**src/rtl/dkong_vram_arbiter_if.sv**
```systemverilog
`timescale 1ns/1ps
// CPU-side VRAM bus: level request with access attributes, read data, ACK pulse and stall line.
// The CPU side drives through the master modport; the arbiter answers through the slave modport.
interface dkong_vram_arbiter_if;
  logic       req;
  logic       we;
  logic [9:0] ab;
  logic [7:0] db;
  logic [7:0] q;
  logic       ack;
  logic       waitn;

  modport master (
    output req, we, ab, db,
    input  q, ack, waitn
  );

  modport slave (
    input  req, we, ab, db,
    output q, ack, waitn
  );
endinterface

```
**src/rtl/dkong_vram_arbiter.sv**
```systemverilog
`timescale 1ns/1ps
// Owns the 1024x8 tile VRAM: post-reset fill, video fetch priority, one CPU slot per character.
// CPU access: same-clock capture, wait for slot, 1-clock RAM cycle, ACK pulse; CPU stalled via waitn.
module dkong_vram_arbiter #(
  parameter logic [7:0] FILL_VAL     = 8'h10,
  parameter bit         CLR_ON_RESET = 1'b1,
  parameter logic [2:0] CPU_SLOT     = 3'b100
) (
  input  logic                 CLK_24M,
  input  logic                 I_RESET,
  input  logic                 CLK_EN,
  input  logic [9:0]           I_H_CNT,
  input  logic [7:0]           I_VF_CNT,
  input  logic                 I_FLIP,
  input  logic                 I_CMPBLK,
  dkong_vram_arbiter_if.slave  cpu,
  output logic [9:0]           O_RAM_AB,
  output logic [7:0]           O_RAM_D,
  output logic                 O_RAM_CE,
  output logic                 O_RAM_WE,
  input  logic [7:0]           I_RAM_Q,
  output logic                 O_CLR_BUSY
);

  typedef enum logic [2:0] {
    ST_CLEAR,
    ST_IDLE,
    ST_PEND,
    ST_ACCESS,
    ST_DONE
  } state_t;

  localparam state_t RST_STATE = CLR_ON_RESET ? ST_CLEAR : ST_IDLE;

  state_t     state;
  state_t     state_nxt;
  logic [9:0] clr_cnt;
  logic       armed;
  logic       lat_we;
  logic [9:0] lat_ab;
  logic [7:0] lat_db;
  logic [7:0] cpu_q;

  logic       capture;
  logic       slot_open;
  logic [9:0] video_ab;
  logic [9:0] ram_ab;
  logic [7:0] ram_d;
  logic       ram_we;
  logic       unused_cnt_bits;

  // armed drops on ACK and re-arms only once REQ has been seen low: one held REQ, one access
  assign capture   = (state == ST_IDLE) && cpu.req && armed;
  assign slot_open = CLK_EN && (!I_CMPBLK || (I_H_CNT[3:1] == CPU_SLOT));
  assign video_ab  = {I_VF_CNT[7:3], I_H_CNT[8:4] ^ {5{I_FLIP}}};

  always_ff @(posedge CLK_24M) begin
    if (I_RESET) begin
      state   <= RST_STATE;
      clr_cnt <= '0;
      armed   <= 1'b1;
      lat_we  <= 1'b0;
      lat_ab  <= '0;
      lat_db  <= '0;
      cpu_q   <= '0;
    end else begin
      state <= state_nxt;
      if ((state == ST_CLEAR) && CLK_EN)
        clr_cnt <= clr_cnt + 10'd1;
      if (capture) begin
        lat_we <= cpu.we;
        lat_ab <= cpu.ab;
        lat_db <= cpu.db;
      end
      if ((state == ST_ACCESS) && !lat_we)
        cpu_q <= I_RAM_Q;
      if (state == ST_DONE)
        armed <= 1'b0;
      else if (!cpu.req)
        armed <= 1'b1;
    end
  end

  always_comb begin
    state_nxt = state;
    ram_ab    = video_ab;
    ram_d     = '0;
    ram_we    = 1'b0;
    case (state)
      ST_CLEAR: begin
        ram_ab = clr_cnt;
        ram_d  = FILL_VAL;
        ram_we = CLK_EN;
        if (CLK_EN && (clr_cnt == 10'h3FF))
          state_nxt = ST_IDLE;
      end
      ST_IDLE: begin
        if (capture)
          state_nxt = ST_PEND;
      end
      // The grant clock: RAM sees the CPU address for exactly this one clock
      ST_PEND: begin
        if (slot_open) begin
          ram_ab    = lat_ab;
          ram_d     = lat_db;
          ram_we    = lat_we;
          state_nxt = ST_ACCESS;
        end
      end
      ST_ACCESS: state_nxt = ST_DONE;
      ST_DONE:   state_nxt = ST_IDLE;
      default:   state_nxt = RST_STATE;
    endcase
  end

  // Reset gates the write strobe so an in-flight grant or clear write never lands
  assign O_RAM_AB   = ram_ab;
  assign O_RAM_D    = ram_d;
  assign O_RAM_WE   = ram_we && !I_RESET;
  assign O_RAM_CE   = 1'b1;
  assign O_CLR_BUSY = I_RESET ? CLR_ON_RESET : (state == ST_CLEAR);

  assign cpu.q     = cpu_q;
  assign cpu.ack   = !I_RESET && (state == ST_DONE);
  assign cpu.waitn = I_RESET || !((state == ST_CLEAR) || (state == ST_PEND) ||
                                  (state == ST_ACCESS) || capture);

  assign unused_cnt_bits = ^{I_H_CNT[9], I_H_CNT[0], I_VF_CNT[2:0]};

endmodule
```
**src/flat_wrapper.sv**
```systemverilog
// flat-port wrapper written by rule: the top's interface ports become plain ports
module dkong_vram_arbiter_flat 
#(
  parameter logic [7:0] FILL_VAL     = 8'h10,
  parameter bit         CLR_ON_RESET = 1'b1,
  parameter logic [2:0] CPU_SLOT     = 3'b100
)
  (CLK_24M, I_RESET, CLK_EN, I_H_CNT, I_VF_CNT, I_FLIP, I_CMPBLK, O_RAM_AB, O_RAM_D, O_RAM_CE, O_RAM_WE, I_RAM_Q, O_CLR_BUSY, cpu_req, cpu_we, cpu_ab, cpu_db, cpu_q, cpu_ack, cpu_waitn);
  dkong_vram_arbiter_if cpu_i ();
  input  logic CLK_24M;
  input  logic I_RESET;
  input  logic CLK_EN;
  input  logic [9:0] I_H_CNT;
  input  logic [7:0] I_VF_CNT;
  input  logic I_FLIP;
  input  logic I_CMPBLK;
  output logic [9:0] O_RAM_AB;
  output logic [7:0] O_RAM_D;
  output logic O_RAM_CE;
  output logic O_RAM_WE;
  input  logic [7:0] I_RAM_Q;
  output logic O_CLR_BUSY;
  input wire logic [$bits(cpu_i.req)-1:0] cpu_req;
  input wire logic [$bits(cpu_i.we)-1:0] cpu_we;
  input wire logic [$bits(cpu_i.ab)-1:0] cpu_ab;
  input wire logic [$bits(cpu_i.db)-1:0] cpu_db;
  output wire logic [$bits(cpu_i.q)-1:0] cpu_q;
  output wire logic [$bits(cpu_i.ack)-1:0] cpu_ack;
  output wire logic [$bits(cpu_i.waitn)-1:0] cpu_waitn;
  assign cpu_i.req = cpu_req;
  assign cpu_i.we = cpu_we;
  assign cpu_i.ab = cpu_ab;
  assign cpu_i.db = cpu_db;
  assign cpu_q = cpu_i.q;
  assign cpu_ack = cpu_i.ack;
  assign cpu_waitn = cpu_i.waitn;
  dkong_vram_arbiter #(.FILL_VAL(FILL_VAL), .CLR_ON_RESET(CLR_ON_RESET), .CPU_SLOT(CPU_SLOT)) u_core (.CLK_24M(CLK_24M), .I_RESET(I_RESET), .CLK_EN(CLK_EN), .I_H_CNT(I_H_CNT), .I_VF_CNT(I_VF_CNT), .I_FLIP(I_FLIP), .I_CMPBLK(I_CMPBLK), .cpu(cpu_i), .O_RAM_AB(O_RAM_AB), .O_RAM_D(O_RAM_D), .O_RAM_CE(O_RAM_CE), .O_RAM_WE(O_RAM_WE), .I_RAM_Q(I_RAM_Q), .O_CLR_BUSY(O_CLR_BUSY));
endmodule
```
**config.mk**
```make
export PLATFORM = sky130hd
export DESIGN_NAME = dkong_vram_arbiter_flat
export DESIGN_NICKNAME = d
export VERILOG_FILES = /design/src/rtl/dkong_vram_arbiter_if.sv /design/src/rtl/dkong_vram_arbiter.sv /design/src/flat_wrapper.sv
export SDC_FILE = /design/constraint.sdc
export NUM_CORES = 1
export LEC_CHECK = 0
export BUFFER_PORTS_ARGS = -buffer_cell sky130_fd_sc_hd__buf_2
export CORE_ASPECT_RATIO = 1.25
export CORE_MARGIN = 1.5
export CORE_UTILIZATION = 44
export CTS_CLUSTER_SIZE = 10
export DETAILED_ROUTE_END_ITERATION = 8
export GPL_TIMING_DRIVEN = 1
export PLACE_DENSITY = 0.76
export SYNTH_ARGS = -nofsm -noshare
export SYNTH_HDL_FRONTEND = slang
export SYNTH_SLANG_ARGS = --single-unit
```
**constraint.sdc**
```tcl
create_clock -name CLK_24M -period 1.7 [get_ports CLK_24M]
set_clock_uncertainty 0.2 [all_clocks]
set_input_delay 0.255 -clock CLK_24M [delete_from_list [all_inputs] [get_ports CLK_24M]]
set_output_delay 0.255 -clock CLK_24M [all_outputs]
set_load 0.03 [all_outputs]
```
==> impl_metrics.env, run 1 <==
export IMPL_status="finished with violations"
export IMPL_violations="negative hold slack, negative setup slack"
export IMPL_core_area_sq_mm=0.00446
export IMPL_hold_depth=3
export IMPL_yosys_area_share_simple=0.261
export IMPL_yosysUniqueCellTypes=49
export IMPL_period_needed_ns=2.06
export IMPL_power_w=0.00196
export IMPL_die_height_um=79.7
export IMPL_required_ns=1.24
export IMPL_synth_nets=305
export IMPL_p_int_w=0.00144
export IMPL_cts_reportedPaths_clkPinSlew_ns=0.08
export IMPL_area_growth_pct=80.9
export IMPL_cp_max_fo=10
export IMPL_setup_viol=47
export IMPL_path_cells="nor2_4 -> o211ai_1 -> buf_4 -> o22ai_1 -> a21oi_2 -> buf_6"
export IMPL_ctsHtreeMaxLevel=2
export IMPL_fmax_ghz=0.485
export IMPL_ant_nets=0
export IMPL_ir_worst_vdd_mv=0.599
export IMPL_drc=0
export IMPL_avgSynthCellArea_sq_um=8.18
export IMPL_antenna_found_initial=0
export IMPL_start_util=0.464
export IMPL_drv_slew=0
export IMPL_synthAdderAreaFrac=0.00605
export IMPL_io_buffers=75
export IMPL_p_clk_frac=0.339
export IMPL_cp_arrival_ns=1.61
export IMPL_insertion_delay_ns=0.30
export IMPL_cp_start_kind="flop"
export IMPL_pwr_share_seq=0.494
export IMPL_die_x_um=64.3
export IMPL_fin_crit_sh=1.21
export IMPL_numCtsBuffers=5
export IMPL_hold_path_class="input pin to flop"
export IMPL_final_cells=434
export IMPL_synth_top_family_by_area="simple AND/OR/NAND/NOR gates"
export IMPL_power_leakage_nw=1.50
export IMPL_post_place_cells=397
export IMPL_grt_start_max_net_pins=39
export IMPL_drv_cap=0
export IMPL_drt_iter0_drc=210
export IMPL_combPwrFrac=0.168
export IMPL_final_common_cell="buf_2"
export IMPL_final_area_sq_mm=0.00374
export IMPL_ys_seq_area_frac=0.397
export IMPL_io_pins=82
export IMPL_drt_pre_antenna_iters=4
export IMPL_cp_depth=6
export IMPL_drive_above_1_share=0.588
export IMPL_powerDensity_mw_per_mm2=524
export IMPL_grt_ovfl_total=0
export IMPL_vias=2518
export IMPL_rsz0062_at_grt="true"
export IMPL_path_class="flop to primary output"
export IMPL_dp_hpwl_mm=4.03
export IMPL_vias_per_cell=5.80
export IMPL_place_gp_congestion=0.821
export IMPL_slowest_delay_ns=0.38
export IMPL_grt_use_total=0.275
export IMPL_synthCells=253
export IMPL_rows=27
export IMPL_fin_nets=428
export IMPL_swShare=0.265
export IMPL_synth_xor_area_frac=0.0466
export IMPL_cts_num_sinks=41
export IMPL_n_antenna_cell=0
export IMPL_cts_tree="done"
export IMPL_fp_dieArea_sq_mm=0.00513
export IMPL_r2r_cells=6
export IMPL_syn_cell_area_sq_mm=0.00207
export IMPL_grt_pass1_vias=2417
export IMPL_timing_critical_path_buf_inv=2
export IMPL_wl_per_cell_um=20.4
export IMPL_critPathTopFamily="compound AO/OA/AOI/OAI gates"
export IMPL_layout_common_cells="buf_2 (51), nand2_1 (38), dfxtp_1 (35)"
export IMPL_placed_area_sq_mm=0.00277
export IMPL_crit_slowest_cell="dfxtp_4"
export IMPL_wl_mm=8.86
export IMPL_cts_root_buf="clkbuf_8"
export IMPL_cp_end_kind="primary output"
export IMPL_synth_compound_gate_area_share=0.180
export IMPL_ys_ff_latch=41
export IMPL_synth_warnings=0
export IMPL_power_switching_w=0.000519
export IMPL_hold_viol=4
export IMPL_grt_pass1_wl_mm=11.0
export IMPL_hold_slack_ns=-0.00763
export IMPL_clk_path_buf_depth=2
export IMPL_synth_mux_area_frac=0.0435
export IMPL_finalWorstSetupSlack_ns=-0.364
export IMPL_fin_setup_tns_ns=-6.89
==> flip-flops by register name, summed over array words and instances (netlist names) <==
name / count
u_core.cpu.q: 8
u_core.lat_we: 1
u_core.lat_db: 8
u_core.clr_cnt: 10
u_core.armed: 1
u_core.state: 3
u_core.lat_ab: 10
==> worst paths after layout <==
path | endpoint | startpoint | slack (ns)
worst max-delay path | O_RAM_AB[1] | u_core.state[2] | -0.36
worst max register to register | u_core.clr_cnt[8] | u_core.state[0] | -0.18
worst min register to register | u_core.lat_db[3] | u_core.lat_db[3] | 0.26
worst min-delay path | u_core.lat_ab[6] | cpu_ab[6] | -0.008
==> worst reg2reg max path, cell delays in order, from the launching register on <==
cell     delay [ns]
dfxtp_4        0.36
buf_4          0.14
or2_4          0.27
buf_6          0.12
buf_6          0.12
or4_4          0.48
a21oi_2        0.13
==> metrics by stage <==
step	worst slack (ns)	utilization	hold slack, ns
3_3_place_gp	-0.131	0.621	0.238
5_1_grt	-0.426	0.840	-0.00759
6_report	-0.364	0.840	-0.00763
2_1_floorplan	-0.138	-	0.189
3_5_place_dp	-0.148	0.621	0.243
4_1_cts	-0.311	0.745	0.000740
==> repair_timing <==
action / 4_1_cts / 5_1_grt
hold endpoints to repair: 11 / 2
pin swaps: 14 / 15
cloned: 1 / 2
setup endpoints to repair: 22 / 34
gates resized for setup: 83 / 57
hold buffers: 11 / 2
setup buffers: 6 / 8
==> per-layer routing <==
layer  track usage  share of wire
met2         0.495           0.52
met1         0.312           0.36
met5             0              0
met4         0.138          0.054
met3        0.0437          0.064
==> synth_stat cells, drive strengths merged <==
cell type  instances  area [sq um]
a21oi             33           165
a31oi              1          6.26
o31ai              1          7.51
nor4               1          6.26
nand4b             1          8.76
a22o               1          8.76
xnor2              3          26.3
or4b               1          13.8
nand2b             3          18.8
ha                 1          12.5
mux2i              9          90.1
nand2             45           169
o21ai              3          15.0
or2                1          6.26
nand3b             1          7.51
nor2b              1          6.26
a221oi             1          15.0
conb               1          3.75
nor3               5          41.3
and4               9          82.6
o21a               1          7.51
buf               12          91.3
or3                3          21.3
and2               2          12.5
and3               2          13.8
nor3b              2          15.0
nand3              4          25.0
clkbuf             9          35.0
o22ai             20           125
o211ai             2          15.0
a21boi             1          7.51
inv                2          7.51
xor2               8          70.1
dfxtp             41           821
nand4              1          6.26
nor2              20          77.6
or4                1          7.51
==> area by class of cell <==
cell class              count  area [sq um]
clock inverters             1          7.51
flip-flops and latches     41           833
fillers                   226           716
multi-input cells         189          1540
clock buffers               6          82.6
inverters                   2          10.0
well taps                  58          72.6
repair buffers            137          1200
==> power groups by stage <==
stage	logic, W	clock network [W]	registers (W)
after floorplan	0.000118	0	0.000992
after global placement	0.000210	0	0.000990
after detailed placement	0.000215	0	0.000991
after CTS	0.000258	0.000660	0.000965
after global routing	0.000343	0.000712	0.000968
final	0.000329	0.000664	0.000968
==> logic make-up (layout without fill, tap and decap cells) <==
kind of cell / count (synthesis) / count (layout)
AOI/OAI and AO/OA: 64 / 64
other: 1 / 1
xor gates and xnor gates: 11 / 11
buffers and inverters: 23 / 146
DFF: 41 / 41
muxes: 9 / 9
and+or+nand+nor: 103 / 103
adders and majority gates: 1 / 1
Power figures use the tool's default switching activity.
==> run 2, diff against run 1 <==
--- a/config.mk
+++ b/config.mk
@@ -6,13 +6,15 @@
 export NUM_CORES = 1
 export LEC_CHECK = 0
 export BUFFER_PORTS_ARGS = -buffer_cell sky130_fd_sc_hd__buf_2
+export CELL_PAD_IN_SITES_DETAIL_PLACEMENT = 0
+export CELL_PAD_IN_SITES_GLOBAL_PLACEMENT = 2
 export CORE_ASPECT_RATIO = 1.25
 export CORE_MARGIN = 1.5
-export CORE_UTILIZATION = 44
+export CORE_UTILIZATION = 24
 export CTS_CLUSTER_SIZE = 10
 export DETAILED_ROUTE_END_ITERATION = 8
 export GPL_TIMING_DRIVEN = 1
-export PLACE_DENSITY = 0.76
+export PLACE_DENSITY = 0.85
 export SYNTH_ARGS = -nofsm -noshare
 export SYNTH_HDL_FRONTEND = slang
 export SYNTH_SLANG_ARGS = --single-unit
==> run 2 against run 1 <==
Against the previous run: sequential share of layout area grew 0.59 points; worst setup slack gained 0.0092 ns; core utilization shrank 40 points; critical endpoint is now O_RAM_AB[0]; the run still ends with negative hold slack, negative setup slack left; hold slack gained 0.0017 ns; global-route usage shrank 12 points; total power grew 1.0%; maximum frequency grew 0.45%; sequential cell count is the same; sequential power is essentially flat; critical path depth shrank 1; register-to-register slack gained 0.19 ns.
==> impl_metrics.env, run 2 (synthesis results as in run 1) <==
export IMPL_status="finished with violations"
export IMPL_violations="negative hold slack, negative setup slack"
export IMPL_cts_tree="done"
export IMPL_cp_end_kind="primary output"
export IMPL_cts_num_sinks=41
export IMPL_rsz0062_at_grt="true"
export IMPL_drt_iter0_drc=63
export IMPL_crit_slowest_cell="or3_4"
export IMPL_layout_common_cells="buf_2 (51), nand2_1 (45), buf_4 (40)"
export IMPL_reg_top3="u_core.clr_cnt: 10 flops, u_core.lat_ab: 10 flops"
export IMPL_die_x_um=86.1
export IMPL_cp_arrival_ns=1.60
export IMPL_ir_worst_vdd_mv=0.246
export IMPL_cp_max_fo=6
export IMPL_power_w=0.00198
export IMPL_power_leakage_nw=1.48
export IMPL_grt_start_max_net_pins=23
export IMPL_fp_dieArea_sq_mm=0.00919
export IMPL_fill_cells=792
export IMPL_finalWorstSetupSlack_ns=-0.355
export IMPL_fmax_ghz=0.487
export IMPL_period_needed_ns=2.05
export IMPL_fin_nets=431
export IMPL_hold_path_class="input pin to flop"
export IMPL_met3_usage=0.0269
export IMPL_area_growth_pct=77.3
export IMPL_critPathTopFamily="simple AND/OR/NAND/NOR gates"
export IMPL_path_cells="or3_4 -> buf_6 -> o22ai_1 -> a21oi_2 -> buf_4"
export IMPL_wl_mm=7.03
export IMPL_powerDensity_mw_per_mm2=540
export IMPL_start_util=0.250
export IMPL_vias_per_cell=4.78
export IMPL_fin_setup_tns_ns=-5.61
export IMPL_met1_usage=0.173
export IMPL_grt_pass1_vias=2255
export IMPL_wl_per_cell_um=14.7
export IMPL_drive_above_1_share=0.516
export IMPL_io_pins=82
export IMPL_place_gp_congestion=0.789
export IMPL_rows=37
export IMPL_cts_root_buf="clkbuf_8"
export IMPL_die_height_um=107
export IMPL_drc=0
export IMPL_grt_pass1_wl_mm=11.0
export IMPL_core_area_sq_mm=0.00829
export IMPL_ctsHtreeMaxLevel=2
export IMPL_final_common_cell="buf_2"
export IMPL_hold_slack_ns=-0.00592
export IMPL_cp_start_kind="flop"
export IMPL_grt_ovfl_total=0
export IMPL_antenna_found_initial=0
export IMPL_cts_reportedPaths_clkPinSlew_ns=0.09
export IMPL_slowest_delay_ns=0.41
export IMPL_fin_crit_sh=1.21
export IMPL_required_ns=1.24
export IMPL_use_met2=0.281
export IMPL_ant_nets=0
export IMPL_insertion_delay_ns=0.30
export IMPL_drv_slew=0
export IMPL_busiest_layer="met2"
export IMPL_seq_area_sq_um=838
export IMPL_dp_hpwl_mm=4.59
export IMPL_grt_use_total=0.155
export IMPL_vias=2281
export IMPL_n_antenna_cell=0
export IMPL_clk_path_buf_depth=2
export IMPL_utilization=0.443
export IMPL_drt_pre_antenna_iters=5
export IMPL_timing_critical_path_buf_inv=2
export IMPL_hold_viol=1
export IMPL_drv_cap=0
export IMPL_setup_viol=21
export IMPL_multi_input_area_sq_mm=0.00141
export IMPL_path_class="flop to primary output"
export IMPL_numCtsBuffers=5
export IMPL_io_buffers=75
## run 2: cell types whose count changed in the layout (fill, tap and decap cells not counted), sizes merged
cell	before	now
buf	122	120
clkinvlp	1	0
clkbuf	8	6
bufbuf	0	1
dlygate4sd3	13	19
clkinv	0	2
## run 2: through the flow
step / instances / setup WS, ns / instance area [sq um]
after global routing: 477 / -0.393 / 3670
after global placement: 436 / -0.151 / 2820
after detailed placement: 436 / -0.166 / 2820
after floorplan: 253 / -0.138 / 2160
after CTS: 470 / -0.337 / 3520
final: 477 / -0.355 / 3670
## run 2: timing repair
action	in CTS	in global routing
hold endpoints to repair	18	1
endpoints found under the setup margin	24	27
setup buffers	4	7
resized for setup	75	30
pin swaps	9	9
gates cloned	4	0
hold buffers	18	1
## run 2: metal layers
metal	vias to the layer above	wire length (um)	part of all wire
li1	1145	-	-
met1	1083	2860	0.41
met2	41	3800	0.54
met3	12	178	0.025
met4	0	189	0.027
met5	-	0	0
## run 2: layout make-up
| class | instances | share of cell area |
|---|---|---|
| flip-flops and latches | 41 | 0.229 |
| inverters | 2 | 0.00273 |
| well taps | 97 | 0.0331 |
| clock buffers | 6 | 0.0225 |
| clock inverters | 2 | 0.00375 |
| repair buffers | 140 | 0.324 |
| multi-input cells | 189 | 0.385 |
## run 2: power by group
group          switching (W)  internal [W]
clock               0.000357      0.000329
sequential        0.00000551      0.000961
combinational       0.000150      0.000178
## run 2: worst paths after layout
kind	end	start	cells after the start	slack (ns)
worst max-delay path	O_RAM_AB[0]	u_core.state[2]	5	-0.35
worst min-delay path	u_core.lat_ab[5]	cpu_ab[5]	3	-0.006
worst max register to register	u_core.clr_cnt[7]	u_core.state[0]	8	0.01
worst min register to register	u_core.lat_db[1]	u_core.lat_db[1]	2	0.25
## run 2: worst reg2reg max path: stages, from the launching register on
cell     delay, ns
dfxtp_4       0.37
buf_4         0.14
buf_4         0.13
nor3_4        0.20
buf_4         0.13
buf_4         0.10
nand4_1       0.09
xor2_1        0.16
nor2_1        0.05
==> run 3, diff against run 2 <==
--- a/config.mk
+++ b/config.mk
@@ -14,6 +14,7 @@
 export CTS_CLUSTER_SIZE = 10
 export DETAILED_ROUTE_END_ITERATION = 8
 export GPL_TIMING_DRIVEN = 1
+export HOLD_SLACK_MARGIN = 0.06
 export PLACE_DENSITY = 0.85
 export SYNTH_ARGS = -nofsm -noshare
 export SYNTH_HDL_FRONTEND = slang
==> run 3 against run 2 <==
Against the previous run: the flow finishes with violations (negative setup slack); die area is the same; critical path depth is the same; combinational power grew 5%; core utilization grew 0.97 points; clock-buffer cell count is the same; global-route usage grew 0.37 points; register-to-register slack is essentially flat; sequential cell count is the same.
==> impl_metrics.env, run 3 (synthesis results as in run 1) <==
export IMPL_status="finished with violations"
export IMPL_violations="negative setup slack"
export IMPL_fin_nets=439
export IMPL_path_cells="or3_4 -> buf_6 -> o22ai_1 -> a21oi_2 -> buf_4"
export IMPL_die_height_um=107
export IMPL_hold_slack_ns=0.0876
export IMPL_hold_path_class="input pin to flop"
export IMPL_r2r_end="u_core.clr_cnt[7]"
export IMPL_setup_viol=21
export IMPL_post_place_cells=436
export IMPL_core_area_sq_mm=0.00829
export IMPL_clk_path_buf_depth=2
export IMPL_final_cells=485
export IMPL_grt_pass1_wl_mm=11.2
export IMPL_fin_setup_tns_ns=-5.61
export IMPL_slowest_delay_ns=0.41
export IMPL_cts_reportedPaths_clkPinSlew_ns=0.07
export IMPL_antenna_found_initial=0
export IMPL_drc=0
export IMPL_n_antenna_cell=0
export IMPL_hold_viol=0
export IMPL_path_class="flop to primary output"
export IMPL_io_pins=82
export IMPL_vias=2321
export IMPL_reg_top3="u_core.clr_cnt: 10 flops, u_core.lat_ab: 10 flops"
export IMPL_drv_slew=0
export IMPL_cp_arrival_ns=1.60
export IMPL_period_needed_ns=2.06
export IMPL_cp_end_kind="primary output"
export IMPL_vias_per_cell=4.79
export IMPL_fp_dieArea_sq_mm=0.00919
export IMPL_r2r_cells=8
export IMPL_die_x_um=86.1
export IMPL_wl_mm=7.19
export IMPL_crit_end="O_RAM_AB[0]"
export IMPL_dp_hpwl_mm=4.59
export IMPL_power_leakage_nw=1.51
export IMPL_wl_per_cell_um=14.8
export IMPL_ctsHtreeMaxLevel=2
export IMPL_fin_crit_sh=1.21
export IMPL_insertion_delay_ns=0.30
export IMPL_drv_cap=0
export IMPL_drt_iter0_drc=61
export IMPL_finalWorstSetupSlack_ns=-0.355
export IMPL_drt_pre_antenna_iters=4
export IMPL_place_gp_congestion=0.789
export IMPL_start_util=0.250
export IMPL_rr_startpoint="u_core.state[0]"
export IMPL_drive_above_1_share=0.505
export IMPL_ir_worst_vdd_mv=0.247
export IMPL_ant_nets=0
export IMPL_cp_max_fo=6
export IMPL_required_ns=1.24
export IMPL_cts_tree="done"
export IMPL_grt_ovfl_total=0
export IMPL_fmax_ghz=0.487
export IMPL_crit_slowest_cell="or3_4"
export IMPL_numCtsBuffers=5
export IMPL_area_growth_pct=81.1
export IMPL_grt_pass1_vias=2287
export IMPL_utilization=0.452
export IMPL_startpoint="u_core.state[2]"
export IMPL_grt_use_total=0.159
export IMPL_final_common_cell="buf_2"
export IMPL_rows=37
export IMPL_layout_common_cells="buf_2 (51), nand2_1 (45), buf_4 (40)"
export IMPL_rsz0062_at_grt="true"
export IMPL_grt_start_max_net_pins=23
export IMPL_fill_cells=782
export IMPL_cp_start_kind="flop"
export IMPL_cts_root_buf="clkbuf_8"
export IMPL_reg2reg_slack_ns=0.01
export IMPL_cts_num_sinks=41
export IMPL_powerDensity_mw_per_mm2=533
export IMPL_io_buffers=75
run 3: metrics by stage:
step	instance area, sq um	power (W)	setup WS (ns)
2_1_floorplan	2160	0.00111	-0.138
3_3_place_gp	2820	0.00121	-0.151
3_5_place_dp	2820	0.00121	-0.166
4_1_cts	3610	0.00200	-0.337
5_1_grt	3750	0.00208	-0.393
6_report	3750	0.00200	-0.355
run 3: worst min-delay path by stage:
stage / start / end / slack [ns] / depth (start not counted)
after floorplan: cpu_ab[0] / u_core.lat_ab[0] / 0.19 / 2
after global placement: u_core.lat_db[2] / u_core.lat_db[2] / 0.24 / 2
after detailed placement: u_core.lat_db[1] / u_core.lat_db[1] / 0.24 / 2
after CTS: I_RESET / u_core.state[0] / 0.06 / 2
after global routing: I_RESET / u_core.state[0] / 0.1 / 2
final: I_RESET / u_core.state[0] / 0.09 / 2
run 3: power breakdown:
part	switching [W]	total, W	internal (W)
registers	0.00000553	0.000967	0.000961
clock network	0.000358	0.000687	0.000329
logic	0.000154	0.000344	0.000190
total	0.000517	0.00200	0.00148
run 3: critical path, delay by kind of cell (launching register included):
family / cells / cell delay, ns
AND/OR/NAND/NOR: 1 / 0.41
buffers and inverters: 2 / 0.32
flip-flops: 1 / 0.36
AO/OA/AOI/OAI: 2 / 0.21
run 3: area by class of cell:
| class | count | area [sq um] | share of cell area |
|---|---|---|---|
| Timing Repair Buffer | 148 | 1270 | 0.338 |
| Clock buffer | 6 | 82.6 | 0.0220 |
| Sequential cell | 41 | 838 | 0.224 |
| Clock inverter | 2 | 13.8 | 0.00367 |
| Multi-Input combinational cell | 189 | 1410 | 0.377 |
| Inverter | 2 | 10.0 | 0.00267 |
| Tap cell | 97 | 121 | 0.0324 |
run 3: timing repair:
| item | in CTS | in global routing |
|---|---|---|
| cloned | 4 | 0 |
| hold endpoints to repair | 27 | 0 |
| pin swaps | 9 | 9 |
| endpoints found under the setup margin | 24 | 27 |
| setup buffers | 4 | 7 |
| gates resized for setup | 75 | 30 |
| hold buffers | 27 | 0 |
run 3: per-layer routing:
metal	GRT usage	vias up	routed length, um
met5	0	-	0
met4	0.0737	0	191
met3	0.0269	14	167
met2	0.290	45	3890
met1	0.177	1101	2940
li1	-	1161	-
